$ cat src/rtl/pipe_addsub.sv
// Pipelined adder/subtractor. The carry chain is cut into STAGES equal
// slices, one slice resolved per pipeline stage. Operands not yet consumed
// and sum bits already produced ride along so a whole op exits together.
// Valid/ready flow control stalls the entire pipe as one unit.

// One slice of the carry chain: plain ripple add of SW bits plus carry-in.
module pipe_addsub_slice #(
  parameter int SW = 8
) (
  input  logic [SW-1:0] a,
  input  logic [SW-1:0] b,
  input  logic          cin,
  output logic [SW-1:0] sum,
  output logic          cout
);
  logic [SW:0] full;

  assign full = {1'b0, a} + {1'b0, b} + {{SW{1'b0}}, cin};
  assign sum  = full[SW-1:0];
  assign cout = full[SW];
endmodule

module pipe_addsub #(
  parameter int WIDTH  = 32,
  parameter int STAGES = 4
) (
  input  logic             clk,
  input  logic             rst_n,
  input  logic             in_valid,
  output logic             in_ready,
  input  logic [WIDTH-1:0] in_a,
  input  logic [WIDTH-1:0] in_b,
  input  logic             in_sub,
  input  logic             in_cin,
  output logic             out_valid,
  input  logic             out_ready,
  output logic [WIDTH-1:0] out_sum,
  output logic             out_cout,
  output logic             out_ovf,
  output logic             out_zero
);
  localparam int SW = (STAGES > 0) ? WIDTH / STAGES : 1;

  if (STAGES < 1 || (WIDTH % STAGES) != 0) begin : g_bad_param
    $error("pipe_addsub: WIDTH (%0d) must be a multiple of STAGES (%0d), STAGES >= 1",
           WIDTH, STAGES);
  end

  // Stage k holds the op after slices 0..k-1 have been resolved.
  // Stage STAGES is the output register.
  logic              adv;
  logic [STAGES:0]   vld_pipe;
  logic [WIDTH-1:0]  a_pipe   [0:STAGES-1];
  logic [WIDTH-1:0]  b_pipe   [0:STAGES-1];
  logic [WIDTH-1:0]  sum_pipe [1:STAGES];
  logic              c_pipe   [0:STAGES];

  // Whole pipe moves when the output slot is empty or being drained.
  assign adv       = !vld_pipe[STAGES] | out_ready;
  assign in_ready  = adv;
  assign out_valid = vld_pipe[STAGES];
  assign out_sum   = sum_pipe[STAGES];
  assign out_cout  = c_pipe[STAGES];

  // Valid bits shift with the data; idle input cycles become bubbles.
  always_ff @(posedge clk) begin
    if (!rst_n)   vld_pipe <= '0;
    else if (adv) vld_pipe <= {vld_pipe[STAGES-1:0], in_valid};
  end

  // Stage 0 capture: subtraction folds into A + ~B + 1.
  always_ff @(posedge clk) begin
    if (!rst_n) begin
      a_pipe[0] <= '0;
      b_pipe[0] <= '0;
      c_pipe[0] <= 1'b0;
    end else if (adv) begin
      a_pipe[0] <= in_a;
      b_pipe[0] <= in_sub ? ~in_b : in_b;
      c_pipe[0] <= in_sub | in_cin;
    end
  end

  for (genvar k = 0; k < STAGES; k++) begin : g_stg
    logic [WIDTH-1:0] base;
    logic [WIDTH-1:0] nxt;
    logic [SW-1:0]    ss;
    logic             co;

    pipe_addsub_slice #(.SW(SW)) u_slice (
      .a    (a_pipe[k][k*SW +: SW]),
      .b    (b_pipe[k][k*SW +: SW]),
      .cin  (c_pipe[k]),
      .sum  (ss),
      .cout (co)
    );

    if (k == 0) begin : g_base0
      assign base = '0;
    end else begin : g_basen
      assign base = sum_pipe[k];
    end

    // Merge this slice's result into the partial sum carried so far.
    always_comb begin
      nxt            = base;
      nxt[k*SW +: SW] = ss;
    end

    // Register partial sum and slice carry into the next stage.
    always_ff @(posedge clk) begin
      if (!rst_n) begin
        sum_pipe[k+1] <= '0;
        c_pipe[k+1]   <= 1'b0;
      end else if (adv) begin
        sum_pipe[k+1] <= nxt;
        c_pipe[k+1]   <= co;
      end
    end

    if (k + 1 < STAGES) begin : g_fwd
      // Operands travel with the op until their slice is consumed.
      always_ff @(posedge clk) begin
        if (!rst_n) begin
          a_pipe[k+1] <= '0;
          b_pipe[k+1] <= '0;
        end else if (adv) begin
          a_pipe[k+1] <= a_pipe[k];
          b_pipe[k+1] <= b_pipe[k];
        end
      end
    end

    if (k == STAGES - 1) begin : g_flags
      // Carry into the MSB recovered as a^b^sum at that bit; ovf = cin_msb ^ cout.
      always_ff @(posedge clk) begin
        if (!rst_n) begin
          out_ovf  <= 1'b0;
          out_zero <= 1'b0;
        end else if (adv) begin
          out_ovf  <= a_pipe[k][WIDTH-1] ^ b_pipe[k][WIDTH-1] ^ nxt[WIDTH-1] ^ co;
          out_zero <= ~|nxt;
        end
      end
    end
  end
endmodule
$ cat config.mk
export PLATFORM = sky130hd
export DESIGN_NAME = pipe_addsub
export DESIGN_NICKNAME = d
export VERILOG_FILES = /design/src/rtl/pipe_addsub.sv
export SDC_FILE = /design/constraint.sdc
export NUM_CORES = 1
export LEC_CHECK = 0
export CAP_MARGIN = 25
export CORE_ASPECT_RATIO = 0.5
export CORE_MARGIN = 10
export CORE_UTILIZATION = 40
export CTS_BUF_LIST = sky130_fd_sc_hd__clkbuf_16
export DETAILED_ROUTE_END_ITERATION = 10
export GPL_TIMING_DRIVEN = 0
export PLACE_DENSITY = 0.58
export SKIP_CTS_REPAIR_TIMING = 1
export SLEW_MARGIN = 20
export SYNTH_ARGS = -nofsm -noshare
export SYNTH_HDL_FRONTEND = slang
export SYNTH_SLANG_ARGS = --single-unit
$ cat constraint.sdc
create_clock -name clk -period 7.9 [get_ports clk]
set_input_delay 1.185 -clock clk [delete_from_list [all_inputs] [get_ports clk]]
set_output_delay 1.185 -clock clk [all_outputs]
set_load 0.01 [all_outputs]
==> qor.tcl <==
set qor(status) {finished clean}
set qor(groute.usage.overall_pct) 13.3
set qor(synth_async_sr_flop_share_pct) 0
set qor(cts_buffer_depth) 3
set qor(floorplan.die.height_um) 136
set qor(first_global_vias) 6543
set qor(synth_enable_flop_cells) 244
set qor(shortest_period_the_worst_path_allows_ns) 4.72
set qor(fmax_mhz) 212
set qor(worst-slew-pin-transition_ns) 0.762
set qor(clock_tree_from_tritoncts) {built}
set qor(syn-mean-instance-area_um2) 14.0
set qor(detailedPlacementHpwl_um) 16900
set qor(num-fill-cells) 2347
set qor(power_leakage_nw) 5.84
set qor(finalHoldViolCount) 0
set qor(placeableCoreArea_um2) 26500
set qor(design.die.area_um2) 34300
set qor(synthesis_to_layout_area_growth_pct) 22.0
set qor(placed_cell_area_um2) 12400
set qor(ys_types) 40
set qor(timing.final.ws_setup_ns) 3.18
set qor(vias_per_cell) 5.06
set qor(cpPeakStageDelay_ns) 0.65
set qor(dr_drc_count) 0
set qor(clkLatencyLatePin_ns) 0.52
set qor(numClockSinks) 252
set qor(timing.slew.headroom_pct) 49.0
set qor(critPathArrivalTime_ns) 3.53
set qor(unrepaired_setup_endpoints_after_global_routing) {false}
set qor(chipWidth_um) 252
set qor(fin_setup_tns_ns) 0
set qor(post-synth-top-count-cell) {edfxtp_1}
set qor(setup-violations-final) 0
set qor(syn_area_um2) 10800
set qor(crit_path_top_delay_cell) {clkdlybuf4s50_1}
set qor(ys_top_cells_by_count) {244 x edfxtp_1, 181 x and3_1, 62 x nor2_1, 42 x clkbuf_1, 41 x xnor2_1}
set qor(cell_accounting_for_the_most_synthesized_area) {edfxtp_1}
set qor(ys_top_cells_by_area) {edfxtp_1 68%, and3_1 11%, xnor2_1 3.3%}
set qor(final.period_utilization_pct) 59.7
set qor(seq_area_um2) 7490
set qor(cts.reportedPaths.clkPinSlew_ns) 0.06
set qor(fin_worst_skew_ns) 0.0134
set qor(synth-warning-count) 0
set qor(final_max_slew_viol_count) 0
set qor(vdd_ir_drop_max_mv) 0.126
set qor(synth_nets) 875
set qor(dp_worst_setup_slack_ns) 3.10
set qor(tritoncts.num_buffers) 24
set qor(post_route_cells_drive_above_1_share_pct) 5.53
set qor(worst_setup_path_end_kind) {output pin}
set qor(grt_pass1_wl_um) 35700
set qor(max-cap-violations) 0
set qor(critPathMostFrequentCell) {clkdlybuf4s50_1}
set qor(synth_top_flop_cell) {edfxtp_1}
set qor(synth.yosys.seq_area_share_pct) 69.4
set qor(placementRows) 42
set qor(route.detailed.wl_per_inst_um) 18.2
set qor(drtIter0Drc) 513
set qor(detailedRoute.firstPassIterationCount) 5
set qor(cts_root_buffer) {clkbuf_16}
set qor(post-route-util_pct) 49.7
set qor(grt-ovfl-total) 0
set qor(worst_hold_path_type) {reg2reg}
set qor(port_buffers) 105
set qor(ys_seq_elements) 252
set qor(postRouteWirelength_um) 23200
set qor(routabilityCongestion) 0.794
set qor(total_power_after_layout_mw) 2.88
set qor(nets) 1010
set qor(netlist_instances) 769
set qor(required_ns) 6.71
set qor(ctsHtreeMaxLevel) 1
set qor(worst_setup_path_start_kind) {primary input}
set qor(footprint_of_the_multi_input_gates_um2) 3020
set qor(postRouteAntennaNets) 0
set qor(yosys.area.top_type_share_pct) 68.0
set qor(grt_max_degree) 60
set qor(pin_count) 107
set qor(initial_core_util_pct) 40.7
set qor(cellPowerDensity_nw_per_um2) 219
set qor(num_vias) 6452
set qor(finish.instance_area_um2) 13200
set qor(timing.critical_path.fanout_max) 10
set qor(timing.critical_path.cells) {clkdlybuf4s50_1, nor2b_1, clkinv_1, buf_2, clkbuf_1, clkdlybuf4s50_1}
set qor(worstSetupPathType) {in2out}
set qor(initial_antenna_violation_count) 1
-- kinds of logic (layout without fill, tap and decap cells) --
family / Yosys count / in the layout / synth area share (%)
DFF: 252 / 252 / 69.4
AOI/OAI and AO/OA: 57 / 57 / 3.35
buffers and inverters: 71 / 224 / 2.58
other: 0 / 1 / 0
adders and majority gates: 36 / 36 / 4.73
and+or+nand+nor: 303 / 303 / 15.8
xor gates and xnor gates: 47 / 47 / 3.82
muxes: 3 / 3 / 0.279
-- worst paths after layout --
kind,startpoint,to,slack (ns),depth (start not counted)
max,out_ready,in_ready,3.18,6
min,vld_pipe[3],vld_pipe[3],0.45,2
max reg2reg,a_pipe[3][24],out_zero,5.11,9
min reg2reg,vld_pipe[3],vld_pipe[3],0.45,2
-- critical path: cells and delay by family --
kind	cells	cell delay [ns]
buffers and inverters	5	2.24
AND/OR/NAND/NOR	1	0.09
-- per-stage QoR --
| stage | std cells | hold WS (ns) |
|---|---|---|
| final | 1275 | 0.455 |
| after global routing | 1274 | 0.479 |
| after CTS | 1274 | 0.459 |
| after detailed placement | 1230 | 0.450 |
| after global placement | 1226 | 0.438 |
| after floorplan | 769 | 0.432 |
-- layout make-up --
class / instances / area share, %
repair buffers: 109 / 8.77
diodes: 1 / 0.0190
inverters: 20 / 0.571
clock buffers: 25 / 4.76
well taps: 352 / 3.35
clock inverters: 19 / 1.08
multi-input cells: 446 / 23.0
plain buffers: 51 / 1.54
flip-flops and latches: 252 / 56.9
-- layer usage --
metal	routed length, µm	vias up	GRT usage, %
met4	337	0	2.78
met2	11300	96	22.5
met3	1040	24	2.76
met1	10400	3202	17.4
met5	0	-	0
li1	-	3130	-
-- placed cells by master, fill, tap and decap left out, drive strengths merged, types with 13 or more instances in the layout --
cell	n
a21oi	18
nand2	15
edfxtp	244
inv	24
clkinv	13
nor2	62
ha	28
buf	13
and3	181
clkdlybuf4s50	105
xnor2	41
o21ai	13
clkbuf	67
-- flip-flops by register name (all words and copies together), names as in the netlist --
| register | count |
|---|---|
| sum_pipe | 80 |
| c_pipe | 5 |
| a_pipe | 80 |
| b_pipe | 80 |
| vld_pipe | 5 |
| out_zero | 1 |
| out_ovf | 1 |
-- where the power goes --
part | switching (mW) | internal (mW) | total (mW)
clock network | 0.487 | 0.639 | 1.13
logic | 0.0953 | 0.105 | 0.200
registers | 0.0214 | 1.53 | 1.55
total | 0.603 | 2.28 | 2.88
(Power assumes the default switching activity.)
